[src/rtl/if_stage_reg_pkg.sv]
// Shared core constants for the pipeline registers of the 5-stage ARM core.
// The IF/ID, ID/EXE, EXE/MEM and MEM/WB registers all reuse these widths and constants.
package if_stage_reg_pkg;
    localparam int ADDR_W_DEF  = 32;
    localparam int INSTR_W_DEF = 32;

    localparam logic [INSTR_W_DEF-1:0] NOP_INSTR = '0;
    localparam logic [ADDR_W_DEF-1:0]  PC_STEP   = 32'd4;
endpackage

[src/rtl/if_stage_reg_if.sv]
// Fetch-stage bus: hazard/branch controls in, instruction memory port, IF/ID contents and event counters out.
interface if_stage_reg_if #(
    parameter int ADDR_W  = 32,
    parameter int INSTR_W = 32,
    parameter int CNT_W   = 16
);
    logic               freeze;
    logic               branch_taken;
    logic [ADDR_W-1:0]  branch_addr;
    logic [ADDR_W-1:0]  imem_addr;
    logic [INSTR_W-1:0] imem_rdata;
    logic [ADDR_W-1:0]  if_id_pc;
    logic [INSTR_W-1:0] if_id_instr;
    logic               if_id_valid;
    logic [CNT_W-1:0]   stall_cnt;
    logic [CNT_W-1:0]   flush_cnt;

    modport master (
        output freeze, branch_taken, branch_addr, imem_rdata,
        input  imem_addr, if_id_pc, if_id_instr, if_id_valid, stall_cnt, flush_cnt
    );

    modport slave (
        input  freeze, branch_taken, branch_addr, imem_rdata,
        output imem_addr, if_id_pc, if_id_instr, if_id_valid, stall_cnt, flush_cnt
    );
endinterface

[src/rtl/if_stage_reg_sat_counter.sv]
// Saturating up-counter with synchronous active-low clear; sticks at all-ones.
module sat_counter #(
    parameter int W = 16
) (
    input  logic         clk,
    input  logic         clr_ni,
    input  logic         inc_i,
    output logic [W-1:0] cnt_o
);
    logic [W-1:0] cnt_q;
    logic [W-1:0] cnt_d;

    always_comb begin
        cnt_d = cnt_q;
        if (inc_i && (cnt_q != {W{1'b1}})) begin
            cnt_d = cnt_q + W'(1);
        end
    end

    always_ff @(posedge clk) begin
        if (!clr_ni) begin
            cnt_q <= '0;
        end else begin
            cnt_q <= cnt_d;
        end
    end

    assign cnt_o = cnt_q;
endmodule

[src/rtl/if_stage_reg.sv]
// Fetch stage and IF/ID pipeline register: PC, instruction fetch, freeze on hazard,
// redirect-and-flush on taken branch, plus saturating stall/flush event counters.
module if_stage_reg
    import if_stage_reg_pkg::*;
#(
    parameter int                ADDR_W   = 32,
    parameter int                INSTR_W  = 32,
    parameter logic [ADDR_W-1:0] RESET_PC = '0,
    parameter int                CNT_W    = 16
) (
    input  logic         clk,
    input  logic         rst,
    if_stage_reg_if.slave bus
);
    logic [ADDR_W-1:0]  pc_q,          pc_d;
    logic [ADDR_W-1:0]  if_id_pc_q,    if_id_pc_d;
    logic [INSTR_W-1:0] if_id_instr_q, if_id_instr_d;
    logic               if_id_valid_q, if_id_valid_d;
    logic [ADDR_W-1:0]  pc_plus4;

    assign pc_plus4 = pc_q + ADDR_W'(PC_STEP);

    // A taken branch is older than the stalled instruction, so it beats freeze.
    always_comb begin
        pc_d          = pc_q;
        if_id_pc_d    = if_id_pc_q;
        if_id_instr_d = if_id_instr_q;
        if_id_valid_d = if_id_valid_q;
        if (bus.branch_taken) begin
            pc_d          = bus.branch_addr;
            if_id_pc_d    = '0;
            if_id_instr_d = INSTR_W'(NOP_INSTR);
            if_id_valid_d = 1'b0;
        end else if (!bus.freeze) begin
            pc_d          = pc_plus4;
            if_id_pc_d    = pc_plus4;
            if_id_instr_d = bus.imem_rdata;
            if_id_valid_d = 1'b1;
        end
    end

    always_ff @(posedge clk) begin
        if (!rst) begin
            pc_q          <= RESET_PC;
            if_id_pc_q    <= '0;
            if_id_instr_q <= INSTR_W'(NOP_INSTR);
            if_id_valid_q <= 1'b0;
        end else begin
            pc_q          <= pc_d;
            if_id_pc_q    <= if_id_pc_d;
            if_id_instr_q <= if_id_instr_d;
            if_id_valid_q <= if_id_valid_d;
        end
    end

    // Index 0 counts stall cycles, index 1 counts flush cycles.
    logic [1:0]       cnt_inc;
    logic [CNT_W-1:0] cnt_val [2];

    assign cnt_inc[0] = bus.freeze & ~bus.branch_taken;
    assign cnt_inc[1] = bus.branch_taken;

    genvar gi;
    generate
        for (gi = 0; gi < 2; gi++) begin : g_cnt
            sat_counter #(.W(CNT_W)) u_cnt (
                .clk    (clk),
                .clr_ni (rst),
                .inc_i  (cnt_inc[gi]),
                .cnt_o  (cnt_val[gi])
            );
        end
    endgenerate

    assign bus.imem_addr   = pc_q;
    assign bus.if_id_pc    = if_id_pc_q;
    assign bus.if_id_instr = if_id_instr_q;
    assign bus.if_id_valid = if_id_valid_q;
    assign bus.stall_cnt   = cnt_val[0];
    assign bus.flush_cnt   = cnt_val[1];
endmodule

[src/flat_wrapper.sv]
// flat-port wrapper written by rule: the top's interface ports become plain ports
module if_stage_reg_flat import if_stage_reg_pkg::*;
#(
    parameter int                ADDR_W   = 32,
    parameter int                INSTR_W  = 32,
    parameter logic [ADDR_W-1:0] RESET_PC = '0,
    parameter int                CNT_W    = 16
)
  (clk, rst, bus_freeze, bus_branch_taken, bus_branch_addr, bus_imem_rdata, bus_imem_addr, bus_if_id_pc, bus_if_id_instr, bus_if_id_valid, bus_stall_cnt, bus_flush_cnt);
  if_stage_reg_if #(.ADDR_W(ADDR_W), .INSTR_W(INSTR_W), .CNT_W(CNT_W)) bus_i ();
  input  logic clk;
  input  logic rst;
  input wire logic [$bits(bus_i.freeze)-1:0] bus_freeze;
  input wire logic [$bits(bus_i.branch_taken)-1:0] bus_branch_taken;
  input wire logic [$bits(bus_i.branch_addr)-1:0] bus_branch_addr;
  input wire logic [$bits(bus_i.imem_rdata)-1:0] bus_imem_rdata;
  output wire logic [$bits(bus_i.imem_addr)-1:0] bus_imem_addr;
  output wire logic [$bits(bus_i.if_id_pc)-1:0] bus_if_id_pc;
  output wire logic [$bits(bus_i.if_id_instr)-1:0] bus_if_id_instr;
  output wire logic [$bits(bus_i.if_id_valid)-1:0] bus_if_id_valid;
  output wire logic [$bits(bus_i.stall_cnt)-1:0] bus_stall_cnt;
  output wire logic [$bits(bus_i.flush_cnt)-1:0] bus_flush_cnt;
  assign bus_i.freeze = bus_freeze;
  assign bus_i.branch_taken = bus_branch_taken;
  assign bus_i.branch_addr = bus_branch_addr;
  assign bus_i.imem_rdata = bus_imem_rdata;
  assign bus_imem_addr = bus_i.imem_addr;
  assign bus_if_id_pc = bus_i.if_id_pc;
  assign bus_if_id_instr = bus_i.if_id_instr;
  assign bus_if_id_valid = bus_i.if_id_valid;
  assign bus_stall_cnt = bus_i.stall_cnt;
  assign bus_flush_cnt = bus_i.flush_cnt;
  if_stage_reg #(.ADDR_W(ADDR_W), .INSTR_W(INSTR_W), .RESET_PC(RESET_PC), .CNT_W(CNT_W)) u_core (.clk(clk), .rst(rst), .bus(bus_i));
endmodule
[config.mk]
export PLATFORM = sky130hd
export DESIGN_NAME = if_stage_reg_flat
export DESIGN_NICKNAME = d
export VERILOG_FILES = /design/src/rtl/if_stage_reg_pkg.sv /design/src/rtl/if_stage_reg_if.sv /design/src/rtl/if_stage_reg_sat_counter.sv /design/src/rtl/if_stage_reg.sv /design/src/flat_wrapper.sv
export SDC_FILE = /design/constraint.sdc
export NUM_CORES = 1
export LEC_CHECK = 0
export ABC_CLOCK_PERIOD_IN_PS = 2800
export BUFFER_PORTS_ARGS = -buffer_cell sky130_fd_sc_hd__buf_2
export CAP_MARGIN = 20
export CELL_PAD_IN_SITES_DETAIL_PLACEMENT = 0
export CELL_PAD_IN_SITES_GLOBAL_PLACEMENT = 1
export CORE_MARGIN = 4
export CORE_UTILIZATION = 39
export CTS_BUF_LIST = sky130_fd_sc_hd__clkbuf_4 sky130_fd_sc_hd__clkbuf_8
export CTS_CLUSTER_SIZE = 24
export DETAILED_ROUTE_END_ITERATION = 12
export PLACE_DENSITY_LB_ADDON = 0.1
export SYNTH_ARGS = -nofsm -noshare
export SYNTH_HDL_FRONTEND = slang
export SYNTH_HIERARCHICAL = 1
export SYNTH_SLANG_ARGS = --single-unit
[constraint.sdc]
create_clock -name clk -period 2.8 [get_ports clk]
set_input_delay 0.28 -clock clk [delete_from_list [all_inputs] [get_ports clk]]
set_output_delay 0.28 -clock clk [all_outputs]
set_load 0.01 [all_outputs]
==> impl_metrics.prom <==
# TYPE chip_impl_metric gauge
chip_impl_metric{name="layout_skew",unit="ps"} 10.8
chip_impl_metric{name="cp_data_required_time",unit="ps"} 3160
chip_impl_metric{name="n_antenna_cell",unit=""} 0
chip_impl_metric{name="synth_top_area_frac",unit=""} 0.416
chip_impl_metric{name="core_area",unit="µm²"} 15400
chip_impl_metric{name="hold_viol_final",unit=""} 0
chip_impl_info{name="cp-end-kind",value="flip-flop"} 1
chip_impl_metric{name="tritoncts.num_buffers",unit=""} 17
chip_impl_metric{name="drive_gt1_frac",unit=""} 0.288
chip_impl_metric{name="max_freq",unit="MHz"} 419
chip_impl_metric{name="cts_setup_buffers",unit=""} 0
chip_impl_info{name="startpoint_of_the_worst_hold_path",value="bus_branch_addr[4]"} 1
chip_impl_metric{name="power.density_cell_area",unit="nW/µm²"} 507
chip_impl_metric{name="initial_antenna_violation_count",unit=""} 0
chip_impl_metric{name="drt-wirelength-per-cell",unit="µm"} 17.5
chip_impl_info{name="netlist_top_cells_area",value="dfxtp_1, mux2i_1, o21ai_0"} 1
chip_impl_metric{name="num_io_pins",unit=""} 197
chip_impl_metric{name="place_congestion",unit=""} 0.916
chip_impl_metric{name="firstDrtPassIters",unit=""} 4
chip_impl_metric{name="postSynth.asyncResetShare",unit=""} 0
chip_impl_metric{name="count_of_maximum_capacitance_violations",unit=""} 0
chip_impl_metric{name="power_leakage",unit="µW"} 0.00322
chip_impl_info{name="netlist_top_cells_count",value="dfxtp_1, o21ai_0, nor2_1, mux2i_1, a21oi_1"} 1
chip_impl_metric{name="routed-via-count",unit=""} 6214
chip_impl_metric{name="fraction_of_the_yosys_area_taken_by_sequential_cells",unit=""} 0.416
chip_impl_metric{name="place_hpwl",unit="µm"} 14200
chip_impl_metric{name="synth.cell_area",unit="µm²"} 6210
chip_impl_info{name="rr_endpoint",value="u_core/bus.if_id_pc[28]"} 1
chip_impl_metric{name="slew_viol_final",unit=""} 0
chip_impl_metric{name="final_nets",unit=""} 967
chip_impl_metric{name="ir_drop",unit="mV"} 0.293
chip_impl_metric{name="critical_path.max_stage_delay",unit="ps"} 530
chip_impl_info{name="outcome",value="completed"} 1
chip_impl_info{name="yosys_most_used_dff",value="dfxtp_1"} 1
chip_impl_metric{name="grt_pass1_vias",unit=""} 5998
chip_impl_metric{name="edff_count_synth",unit=""} 0
chip_impl_metric{name="grt_max_degree",unit=""} 59
chip_impl_info{name="worstSetupPathType",value="flip-flop to flip-flop"} 1
chip_impl_metric{name="synth.avg_cell_area",unit="µm²"} 8.74
chip_impl_metric{name="cts_sinks",unit=""} 129
chip_impl_metric{name="drt-total-wl",unit="µm"} 19600
chip_impl_info{name="worst_hold_path.endpoint",value="u_core/bus.imem_addr[4]"} 1
chip_impl_info{name="sort_of_element_at_the_start_of_the_critical_path",value="flip-flop"} 1
chip_impl_info{name="setup_repair_after_global_routing_missed_its_margin",value="no"} 1
chip_impl_metric{name="post-route-util",unit=""} 0.506
chip_impl_metric{name="ff2ff_setup_slack",unit="ps"} 410
chip_impl_metric{name="cp_max_fo",unit=""} 10
chip_impl_metric{name="initial_utilization",unit=""} 0.404
chip_impl_metric{name="worst_pin_slew",unit="ps"} 843
chip_impl_metric{name="placement.cell_area",unit="µm²"} 7390
chip_impl_metric{name="max-clock-path-buffers",unit=""} 2
chip_impl_metric{name="detail_route.drc_violations",unit=""} 0
chip_impl_metric{name="fill_cells",unit=""} 1503
chip_impl_metric{name="cts_max_level",unit=""} 4
chip_impl_info{name="tritoncts",value="yes"} 1
chip_impl_metric{name="horiz_die_dim",unit="µm"} 134
chip_impl_metric{name="design.die.area",unit="µm²"} 18000
chip_impl_metric{name="insertion_delay",unit="ps"} 440
chip_impl_info{name="path_cells",value="ha_1 > nand4_1 > buf_4 > nor4_1 > a21boi_0 > nor3_1"} 1
chip_impl_info{name="crit-reg2reg-launch",value="u_core/bus.imem_addr[2]"} 1
chip_impl_metric{name="synth_cell_types",unit=""} 52
chip_impl_metric{name="finalCriticalPeriod",unit="ps"} 2390
chip_impl_metric{name="postSynthRegisterBits",unit=""} 129
chip_impl_metric{name="grt_util_all_layers",unit=""} 0.213
chip_impl_metric{name="max-slew-margin-rel",unit=""} 0.438
chip_impl_info{name="synth_most_common_cell",value="dfxtp_1"} 1
chip_impl_info{name="ctsRootBufferMaster",value="clkbuf_8"} 1
chip_impl_metric{name="viasPerCell",unit=""} 5.55
chip_impl_metric{name="synthesized_instance_count",unit=""} 710
chip_impl_metric{name="r2r.worst_path.cells",unit=""} 6
chip_impl_metric{name="worstHoldPathCells",unit=""} 2
chip_impl_metric{name="detailedRoute.firstIterationViolations",unit=""} 388
chip_impl_metric{name="dieHeight",unit="µm"} 134
chip_impl_metric{name="finish.instance_area",unit="µm²"} 7770
chip_impl_info{name="post-synth-top-area-cell",value="dfxtp_1"} 1
chip_impl_metric{name="postCtsResizedCells",unit=""} 0
chip_impl_metric{name="min_period_over_period",unit=""} 0.852
chip_impl_metric{name="setup_viol",unit=""} 0
chip_impl_metric{name="antenna_violating_nets_post_route",unit=""} 0
chip_impl_metric{name="globalRouteOverflowTotal",unit=""} 0
chip_impl_metric{name="grt_pass1_wl",unit="µm"} 31100
chip_impl_info{name="min_path_type",value="input pin to flip-flop"} 1
chip_impl_metric{name="io_buffers",unit=""} 196
chip_impl_metric{name="yosysWarnings",unit=""} 6
chip_impl_metric{name="row_count",unit=""} 45
chip_impl_metric{name="area_delta_synth_final",unit="%"} 25.2
chip_impl_metric{name="clkTransAtPathRegs",unit="ps"} 80
chip_impl_info{name="crit_slowest_cell",value="nor4_1"} 1
chip_impl_metric{name="post_cts_hold_buffer_count",unit=""} 0
chip_impl_metric{name="synth.net_count",unit=""} 781
chip_impl_info{name="cp-startpoint",value="u_core/bus.imem_addr[2]"} 1
chip_impl_metric{name="tns",unit="ps"} 0
chip_impl_metric{name="worst-endpoint-arrival",unit="ps"} 2750
## critical path: cells and delay by family (launching register included)
kind / cells / cell delay, ps
compound gates: 1 / 200
flops: 1 / 460
simple gates: 3 / 1070
fa+ha+maj: 1 / 300
buf+inv: 1 / 290
## how the worst max path moves through the flow
| stage | end |
|---|---|
| finish | u_core/bus.if_id_pc[28] |
| global route | u_core/bus.if_id_pc[28] |
| detailed placement | u_core/bus.if_id_pc[26] |
| floorplan | u_core/bus.if_id_pc[24] |
| CTS | u_core/bus.if_id_pc[26] |
| global placement | u_core/bus.if_id_pc[24] |
## cell type report
| type | instances | area (µm²) | area share |
|---|---|---|---|
| flip-flops and latches | 129 | 2580 | 0.332 |
| clock buffers | 18 | 248 | 0.0319 |
| repair buffers | 214 | 1120 | 0.144 |
| inverters | 11 | 41.3 | 0.00531 |
| multi-input cells | 523 | 3390 | 0.436 |
| clock inverters | 14 | 134 | 0.0172 |
| well taps | 211 | 264 | 0.0340 |
## sequential cells by signal, summed over array words and instances, names as in the netlist
| register | flops |
|---|---|
| u_core/bus.imem_addr | 32 |
| u_core/bus.if_id_valid | 1 |
| u_core/g_cnt.u_cnt/cnt_o | 32 |
| u_core/bus.if_id_instr | 32 |
| u_core/bus.if_id_pc | 32 |
## cell usage in the layout (no fill, tap or decap), drive strengths merged, types with 21 or more instances in the layout
cell,netlist,final
nand4,23,23
buf,13,214
a21oi,37,37
nor2,60,60
nor4,26,26
dfxtp,129,129
nand3,22,22
o21ai,62,62
nand2,35,35
or4,21,21
mux2i,46,46
or3,23,23
## stage by stage
| step | setup WS (ps) | hold WS [ps] | total power [µW] | instances |
|---|---|---|---|---|
| floorplan | 669 | 413 | 2250 | 710 |
| global placement | 554 | 436 | 2440 | 1088 |
| detailed placement | 460 | 457 | 2450 | 1088 |
| CTS | 426 | 30.5 | 3990 | 1120 |
| global route | 242 | 41.7 | 4110 | 1120 |
| finish | 413 | 63.8 | 3940 | 1120 |
## power breakdown
part / total [µW] / leakage, µW / switching (µW) / internal [µW]
combinational: 416 / 0.00199 / 235 / 181
clock: 1530 / 0.000171 / 797 / 733
sequential: 1990 / 0.00105 / 91.5 / 1900
total: 3940 / 0.00322 / 1120 / 2820
## logic make-up after synthesis
family                   Yosys count  synth area share
AND/OR/NAND/NOR                  276             0.259
AO/OA/AOI/OAI                    174             0.173
flip-flops                       129             0.416
buffers and inverters             58            0.0385
multiplexers                      46            0.0742
XOR/XNOR                          24            0.0339
adder cells (fa/ha/maj)            3           0.00605
## per-layer routing
metal  vias to the layer above  routed length (µm)  share of wire  global-route usage
met5                         -                   0              0                   0
met4                         0                 378          0.019              0.0798
met3                        33                1300          0.066              0.0499
met2                       235                9240           0.47               0.333
met1                      2899                8670           0.44               0.288
li1                       3047                   -              -                   -
Power figures use the tool's default switching activity.
